### config.mk
export PLATFORM = sky130hd
export DESIGN_NAME = instruction_fetch_flat
export DESIGN_NICKNAME = d
export VERILOG_FILES = /design/src/rtl/mpp_pkg.sv /design/src/rtl/instruction_fetch_if.sv /design/src/rtl/instr_len_decode.sv /design/src/rtl/instruction_fetch.sv /design/src/flat_wrapper.sv
export SDC_FILE = /design/constraint.sdc
export NUM_CORES = 1
export LEC_CHECK = 0
export CORE_MARGIN = 4
export CORE_UTILIZATION = 30
export CTS_BUF_LIST = sky130_fd_sc_hd__clkbuf_4
export CTS_CLUSTER_DIAMETER = 150
export DETAILED_ROUTE_END_ITERATION = 12
export SYNTH_ARGS = -nofsm -noshare
export SYNTH_HDL_FRONTEND = slang
export SYNTH_SLANG_ARGS = --single-unit
### constraint.sdc
create_clock -name clk -period 3 [get_ports clk]
set_input_delay 0.3 -clock clk [delete_from_list [all_inputs] [get_ports clk]]
set_output_delay 0.3 -clock clk [all_outputs]
set_load 0.02 [all_outputs]
### src/rtl/mpp_pkg.sv
// Shared fetch-path types: FSM state encoding, addresser strobe patterns and
// the opcode length decode used by the instruction fetch sequencer.
package mpp_pkg;

    typedef enum logic [2:0] {
        IDLE,
        REQ,
        INCR,
        SETTLE,
        VALID
    } fetch_state_t;

    // bit1 = PCH clock, bit2 = PCL clock, bit0 = 0 selects increment
    localparam logic [4:0] PC_CTRL_IDLE = 5'b00000;
    localparam logic [4:0] PC_CTRL_INCR = 5'b00110;

    // Reserved class 2'b11 is treated as a single-byte opcode.
    function automatic logic [1:0] len_decode(input logic [1:0] opcode_hi);
        case (opcode_hi)
            2'b01:   return 2'd2;
            2'b10:   return 2'd3;
            default: return 2'd1;
        endcase
    endfunction

endpackage

### src/rtl/instruction_fetch_if.sv
// Program-memory req/ack bus plus the decoder valid/ready handshake.
// master = fetch sequencer, slave = memory/decoder side.
interface instruction_fetch_if;
    logic [15:0] mem_addr;
    logic        mem_req;
    logic        mem_ack;
    logic [7:0]  mem_data;
    logic        instr_valid;
    logic        instr_ready;
    logic [7:0]  instr_opcode;
    logic [7:0]  instr_op1;
    logic [7:0]  instr_op2;
    logic [1:0]  instr_len;

    modport master (
        output mem_addr, mem_req, instr_valid, instr_opcode, instr_op1, instr_op2, instr_len,
        input  mem_ack, mem_data, instr_ready
    );

    modport slave (
        input  mem_addr, mem_req, instr_valid, instr_opcode, instr_op1, instr_op2, instr_len,
        output mem_ack, mem_data, instr_ready
    );
endinterface

### src/rtl/instr_len_decode.sv
// Combinational opcode-class to instruction-length decode (1..3 bytes).
// Zero latency, no handshake.
module instr_len_decode
    import mpp_pkg::*;
(
    input  logic [1:0] opcode_hi,
    output logic [1:0] len
);
    assign len = len_decode(opcode_hi);
endmodule

### src/rtl/instruction_fetch.sv
// Fetches 1-3 byte instructions over req/ack, strobing the PC addresser per byte; 3 cycles per zero-wait byte.
// Holds the assembled instruction in VALID until instr_ready. Optional REQ timeout: FETCH_TIMEOUT_EN.
module instruction_fetch
    import mpp_pkg::*;
#(
    parameter int TIMEOUT_CYCLES = 16
)
(
    input  logic                clk,
    input  logic                reset,
    input  logic                fetch_en,
    input  logic                flush,
    input  logic [7:0]          pc_low,
    input  logic [7:0]          pc_high,
    output logic [4:0]          pc_ctrl,
    output logic                fetch_err,
    instruction_fetch_if.master bus
);

    fetch_state_t state, next_state;
    logic [1:0]   byte_idx;
    logic [1:0]   len_q;
    logic [1:0]   dec_len;
    logic [7:0]   opcode_q, op1_q, op2_q;
    logic [15:0]  addr_q;
    logic [15:0]  mem_addr;
    logic         mem_req;
    logic         instr_valid;
    logic         timeout_hit;
    logic         abort;

    instr_len_decode u_len_decode (
        .opcode_hi (bus.mem_data[7:6]),
        .len       (dec_len)
    );

    always_ff @(posedge clk or negedge reset) begin
        if (!reset) begin
            state <= IDLE;
        end else begin
            state <= next_state;
        end
    end

    always_comb begin
        next_state  = state;
        mem_req     = 1'b0;
        mem_addr    = '0;
        instr_valid = 1'b0;
        pc_ctrl     = PC_CTRL_IDLE;
        unique case (state)
            IDLE: begin
                if (fetch_en) next_state = REQ;
            end
            REQ: begin
                mem_req  = 1'b1;
                mem_addr = addr_q;
                if (bus.mem_ack)      next_state = INCR;
                else if (timeout_hit) next_state = IDLE;
            end
            INCR: begin
                pc_ctrl    = PC_CTRL_INCR;
                next_state = SETTLE;
            end
            SETTLE: begin
                next_state = (byte_idx == len_q - 2'd1) ? VALID : REQ;
            end
            VALID: begin
                instr_valid = 1'b1;
                if (bus.instr_ready) next_state = fetch_en ? REQ : IDLE;
            end
            default: next_state = IDLE;
        endcase
        // Flush overrides everything, including an ack or ready in the same cycle.
        if (flush) next_state = IDLE;
    end

    assign abort = (state == REQ) && !bus.mem_ack && timeout_hit;

    always_ff @(posedge clk or negedge reset) begin
        if (!reset) begin
            addr_q   <= '0;
            byte_idx <= '0;
            len_q    <= '0;
            opcode_q <= '0;
            op1_q    <= '0;
            op2_q    <= '0;
        end else begin
            // PC is sampled on the edge entering REQ, i.e. after SETTLE lets the increment land.
            if (next_state == REQ && state != REQ) addr_q <= {pc_high, pc_low};

            if (flush || abort || (state == VALID && bus.instr_ready)) begin
                byte_idx <= '0;
                len_q    <= '0;
                opcode_q <= '0;
                op1_q    <= '0;
                op2_q    <= '0;
            end else if (state == REQ && bus.mem_ack) begin
                case (byte_idx)
                    2'd0: begin
                        opcode_q <= bus.mem_data;
                        len_q    <= dec_len;
                    end
                    2'd1:    op1_q <= bus.mem_data;
                    default: op2_q <= bus.mem_data;
                endcase
            end else if (state == SETTLE && next_state == REQ) begin
                byte_idx <= byte_idx + 2'd1;
            end
        end
    end

`ifdef FETCH_TIMEOUT_EN
    localparam int CW = $clog2(TIMEOUT_CYCLES);
    logic [CW-1:0] to_cnt;

    always_ff @(posedge clk or negedge reset) begin
        if (!reset) begin
            to_cnt <= '0;
        end else if (state == REQ && next_state == REQ) begin
            to_cnt <= to_cnt + CW'(1);
        end else begin
            to_cnt <= '0;
        end
    end

    assign timeout_hit = (state == REQ) && (to_cnt == CW'(TIMEOUT_CYCLES - 1));
    assign fetch_err   = timeout_hit && !bus.mem_ack && !flush;
`else
    logic unused_timeout_cfg;
    assign unused_timeout_cfg = ^TIMEOUT_CYCLES;
    assign timeout_hit        = 1'b0;
    assign fetch_err          = 1'b0;
`endif

    assign bus.mem_req      = mem_req;
    assign bus.mem_addr     = mem_addr;
    assign bus.instr_valid  = instr_valid;
    assign bus.instr_opcode = opcode_q;
    assign bus.instr_op1    = op1_q;
    assign bus.instr_op2    = op2_q;
    assign bus.instr_len    = len_q;

endmodule

### src/flat_wrapper.sv
// flat-port wrapper written by rule: the top's interface ports become plain ports
module instruction_fetch_flat import mpp_pkg::*;
#(
    parameter int TIMEOUT_CYCLES = 16
)
  (clk, reset, fetch_en, flush, pc_low, pc_high, pc_ctrl, fetch_err, bus_mem_addr, bus_mem_req, bus_instr_valid, bus_instr_opcode, bus_instr_op1, bus_instr_op2, bus_instr_len, bus_mem_ack, bus_mem_data, bus_instr_ready);
  instruction_fetch_if bus_i ();
  input  logic clk;
  input  logic reset;
  input  logic fetch_en;
  input  logic flush;
  input  logic [7:0] pc_low;
  input  logic [7:0] pc_high;
  output logic [4:0] pc_ctrl;
  output logic fetch_err;
  output wire logic [$bits(bus_i.mem_addr)-1:0] bus_mem_addr;
  output wire logic [$bits(bus_i.mem_req)-1:0] bus_mem_req;
  output wire logic [$bits(bus_i.instr_valid)-1:0] bus_instr_valid;
  output wire logic [$bits(bus_i.instr_opcode)-1:0] bus_instr_opcode;
  output wire logic [$bits(bus_i.instr_op1)-1:0] bus_instr_op1;
  output wire logic [$bits(bus_i.instr_op2)-1:0] bus_instr_op2;
  output wire logic [$bits(bus_i.instr_len)-1:0] bus_instr_len;
  input wire logic [$bits(bus_i.mem_ack)-1:0] bus_mem_ack;
  input wire logic [$bits(bus_i.mem_data)-1:0] bus_mem_data;
  input wire logic [$bits(bus_i.instr_ready)-1:0] bus_instr_ready;
  assign bus_mem_addr = bus_i.mem_addr;
  assign bus_mem_req = bus_i.mem_req;
  assign bus_instr_valid = bus_i.instr_valid;
  assign bus_instr_opcode = bus_i.instr_opcode;
  assign bus_instr_op1 = bus_i.instr_op1;
  assign bus_instr_op2 = bus_i.instr_op2;
  assign bus_instr_len = bus_i.instr_len;
  assign bus_i.mem_ack = bus_mem_ack;
  assign bus_i.mem_data = bus_mem_data;
  assign bus_i.instr_ready = bus_instr_ready;
  instruction_fetch #(.TIMEOUT_CYCLES(TIMEOUT_CYCLES)) u_core (.clk(clk), .reset(reset), .fetch_en(fetch_en), .flush(flush), .pc_low(pc_low), .pc_high(pc_high), .pc_ctrl(pc_ctrl), .fetch_err(fetch_err), .bus(bus_i));
endmodule
======== Word-level counts from Yosys, hierarchy flattened ========
Index checks and enable logic that the tools add are counted.
cells by class
  add/subtract/negate cells ............... 2
  multiply operators ...................... 0
  divide/modulo/power cells ............... 0
  $lt $le $gt $ge ......................... 0
  equality and inequality tests ........... 12
  shift operators ......................... 0
  mux-type cells .......................... 27
  bitwise operators ....................... 0
  reductions and logical operators ........ 16
operator list
  kind                 number
  $mux 8               9
  $mux 3               6
  $mux 16              1
  $pmux 3 s5           1
  $mux 2               6
  $reduce_and 2->1     4
  $reduce_bool 2->1    4
  $eq 3x1->1 const B   2
  $eq 3x2->1 const B   2
  $eq 2x1->1 const B   2
  $logic_and 1x1->1    4
  $ne 2x1->1 const B   2
  $pmux 2 s2           1
  $eq 3x3->1 const B   1
  $logic_not 3->1      1
  $mux 1               3
  $ne 3x1->1 const B   1
  $add 2x1->2 const B  1
  $eq 2x2->1           1
  $eq 2x2->1 const B   1
  $logic_not 2->1      1
  $reduce_or 2->1      1
  $sub 2x1->2 const B  1
  $logic_or 1x1->1     1
storage, ports and cells
  register bits ........................... 47
  bits in latches ......................... 0
  RAM bits ................................ 0
  memory bits (read-only) ................. 0
  output and inout bits ................... 50
  memories kept ........................... 0

======== Logic depth before layout (Yosys ltp) ========
  word-level depth ........................ 10
  gate-level depth with buffers ........... 7
  gate-level depth less buffers ........... 6

======== Modules after synthesis ========
Synthesis repeated with hierarchy kept, for this count alone.
second synthesis, totals
  cells, all modules ...................... 199
  area total of the unflattened synthesis .. 2,307.2 um2
modules (own cells, without submodules)
  module             times used  cells each  area each (um2)  sequential area each (um2)
  instruction_fetch  1           195         2,283.4          1,176.1
  instr_len_decode   1           4           23.8             0.0

======== Worst setup path before layout ========
Ideal clock, no wire load.
  kind .................................... flip-flop to flip-flop
  start point ............................. reg u_core.len_q[1], in the netlist u_core.bus.instr_len[1]
  end point ............................... reg u_core.addr_q[10]
  library setup time ...................... 0.125 ns
  arrival ................................. 1.755 ns
  slack ................................... 1.120 ns
  stages on the path, launching flop included .. 7
  path buffers ............................ 1
  cell sequence ........................... dfrtp_1 -> xnor2_1 -> mux2i_1 -> nor2_1 -> o21ai_4 -> buf_12 -> mux2_4
on the way
  cells in the longest elaborated chain, start to end .. 7
ends and longest elaborated chain
  element                 line                      source
  from (decl)             instruction_fetch.sv:22   logic [1:0] len_q;
  from (signal assigned)  instruction_fetch.sv:102  len_q <= dec_len;
  $sub 2x1->2             instruction_fetch.sv:66   next_state = (byte_idx == len_q - 2'd1) ? VALID : REQ;
  $eq 2x2->1              instruction_fetch.sv:66
  $mux 3                  instruction_fetch.sv:66
  $pmux 3 s5              instruction_fetch.sv:51   unique case (state)
  $mux 3                  instruction_fetch.sv:75   if (flush) next_state = IDLE;
  $eq 3x1->1              instruction_fetch.sv:90   if (next_state == REQ && state != REQ) addr_q <= {pc_high, pc_low};
  $logic_and 1x1->1       instruction_fetch.sv:90
  to (signal assigned)    instruction_fetch.sv:90
  to (decl)               instruction_fetch.sv:25   logic [15:0] addr_q;
Every way passes these cells.
A chain may end at the register's enable or synchronous reset.

======== Final worst setup path ========
  start point ............................. reg u_core.state[2]
  end point ............................... out bus_mem_addr[13]
on the way
  cells in the longest elaborated chain, start to end .. 2
ends and longest elaborated chain
  element                 line                     source
  from (decl)             instruction_fetch.sv:20  fetch_state_t state, next_state;
  from (signal assigned)  instruction_fetch.sv:41  state <= next_state;
  $eq 3x1->1              -
  $mux 16                 instruction_fetch.sv:51
  to (decl)               flat_wrapper.sv:16       output wire logic [$bits(bus_i.mem_addr)-1:0] bus_mem_addr;
Every way passes these cells.

==> results.toml <==
[cts]
cts_buffers = 5
clkTransAtPathRegs_ps = 130
cts.sinks = 47
cts_post_setup_buffers_inserted = 0
cts_resized = 0
clk_path_buf_depth = 2
htreeDepth = 2
cts_root_buf = "clkbuf_4"
cts_tree = "yes"
postCtsHoldBufs = 0
clk_latency_ps = 350

[synthesis]
ys_seq_area_share_pct = 52.3
synth_commonest_cells = "dfrtp_1, nand2_1, a21oi_1"
syn_area_mm2 = 0.00225
async_flop_share_pct = 100
synth_flop_cell = "dfrtp_1"
synth_edf_count = 0
yosys.area.top_type = "dfrtp_1"
post-synth-top-count-cell = "dfrtp_1"
synth.distinct_cells = 32
synth.top_cell.area_share_pct = 52.3
synthCells = 220
synth_warnings = 0
syn_area_per_cell_um2 = 10.2
ys_ff_latch = 47
synth_area_leaders = "dfrtp_1, mux2_4, nand2_1, a21oi_1, and2_1"

[floorplanning]
die_y_um = 94.5
die_w_um = 94.5
core-area_mm2 = 0.00725
num_rows = 31
die_area_mm2 = 0.00894
ios = 80
initial_core_util_pct = 31.0

[timing]
tns_ps = 0
hold_ws_ps = 117
fmax_mhz = 392
post-route-min-period_ps = 2550
setup_violations = 0
fin_skew_ps = 8.80
min_period_over_period_pct = 85.1
rsz0062_at_grt = "no"
slew_violations = 0
timing.final.ws_setup_ps = 448
hold_viol = 0
tightestPinTransition_ps = 1040
max_slew_margin_pct = 30.6

[grt]
busiest_layer = "met2"
grt_use_met2_pct = 20.1
first_global_vias = 1792
met1_usage_pct = 16.2
grt-ovfl-total = 0
globalRouteMet3Util_pct = 3.35
grt_pass1_wl_mm = 8.69
antenna_found_initial = 0
grt_usage_pct = 12.4
grt_max_degree = 48

[layout]
fillers = 726
syn2layout_area_growth_pct = 37.6
finalInstanceArea_mm2 = 0.00309
multi_input_comb_area_um2 = 967
seq_area_mm2 = 0.00118
final_nets = 323
drive_above_1_share_pct = 9.97
antennaDiodeCount = 0

[placement]
place_ws_ps = 829
dpl_cell_area_mm2 = 0.00304
globalplace.congestion = 0.868
io_buffers = 75
hpwl_mm = 3.95

[setup_path]
timing.reg2reg.setup_slack_ps = 860
path_cells = "inv_1, and3_1, and2_1, clkdlybuf4s50_1"
critPathLaunchType = "flop"
worstSetupPathDepth = 4
critPathKind = "flop to primary output"
path_delay_family = "buffers and inverters"
cp_max_fo = 17
worstPathRequired_ps = 2700
r2r_end = "u_core.addr_q[1]"
critical_path_buf_inv_count = 2
end_kind = "primary output"
worstReg2RegStart = "u_core.bus.instr_len[1]"
max_stage_delay_ps = 600
critPathArrivalTime_ps = 2250
crit_slowest_cell = "clkdlybuf4s50_1"
reg2reg_depth = 5

[power_and_ir_drop]
power_density_mw_per_mm2 = 468
ir_worst_vdd_v = 0.000165
p_leak_nw = 1.26

[routing]
drc = 0
drt_first_iter_violations = 109
detail-route-antenna-nets = 0
wirelength_mm = 5.44
vias = 1800
routed_via_density = 4.62
routedWlPerCell_um = 13.9
first_pass_iters = 4

[worst_hold_path]
min_path_type = "input port to asynchronous set/reset pin"

[run]
cap_violations = 0

[outcome]
outcome = "complete, no violations"
## sequential cells by signal (all words and copies together), names as in the netlist
| signal | flops |
|---|---|
| u_core.bus.instr_len | 2 |
| u_core.bus.instr_op1 | 8 |
| u_core.addr_q | 16 |
| u_core.state | 3 |
| u_core.bus.instr_opcode | 8 |
| u_core.byte_idx | 2 |
| u_core.bus.instr_op2 | 8 |
## power breakdown
part / switching (mW) / internal (mW)
Sequential: 0.0437 / 0.713
Combinational: 0.179 / 0.223
Clock: 0.202 / 0.0864
Total: 0.424 / 1.02
## per-stage QoR
stage	util [%]	total power [mW]	cells
CTS	42.6	1.47	390
global placement	41.9	1.17	382
finish	42.6	1.45	390
detailed placement	41.9	1.18	382
global route	42.6	1.53	390
floorplan	-	1.01	223
## placed cells by master (no fill, tap or decap), drive strengths merged, types with 2 or more instances in the layout
cell | netlist | final
a211oi | 3 | 3
a21oi | 27 | 27
and2 | 17 | 17
buf | 13 | 2
clkbuf | 3 | 5
clkdlybuf4s50 | 0 | 74
clkinv | 0 | 2
conb | 1 | 4
dfrtp | 47 | 47
ha | 3 | 3
inv | 5 | 5
mux2 | 16 | 16
nand2 | 37 | 37
nand2b | 4 | 4
nand3 | 17 | 17
nor2 | 8 | 8
nor3 | 5 | 5
nor3b | 2 | 2
o21ai | 2 | 2
xnor2 | 2 | 2
## final cells by class
class                   instances  share of cell area [%]
well taps                      99                    4.01
clock inverters                 3                   0.486
flip-flops and latches         47                    38.0
clock buffers                   5                    1.21
repair buffers                 76                    24.4
inverters                       5                   0.607
multi-input cells             155                    31.3
## kinds of logic (layout without fill, tap and decap cells)
family	count (synthesis)	count (layout)	synth area share, %
AND/OR/NAND/NOR	94	94	20.5
flip-flops	47	47	52.3
other	1	4	0.167
XOR/XNOR	2	2	0.780
adder cells (fa/ha/maj)	3	3	1.67
buffers and inverters	21	89	5.35
multiplexers	17	17	10.1
AO/OA/AOI/OAI	35	35	9.08
## how the worst max path moves through the flow
stage                             from           endpoint
4_1_cts                u_core.state[2]    bus_mem_addr[5]
3_5_place_dp           u_core.state[2]    bus_mem_addr[5]
3_3_place_gp   u_core.bus.instr_len[1]   u_core.addr_q[5]
6_report               u_core.state[2]   bus_mem_addr[13]
2_1_floorplan  u_core.bus.instr_len[1]  u_core.addr_q[10]
5_1_grt                u_core.state[2]   bus_mem_addr[11]
## routing by layer
metal	vias up	routed length, um
met4	0	56
met1	855	2520
met2	69	2450
met5	-	0
li1	869	-
met3	7	416
(Power assumes the default switching activity.)
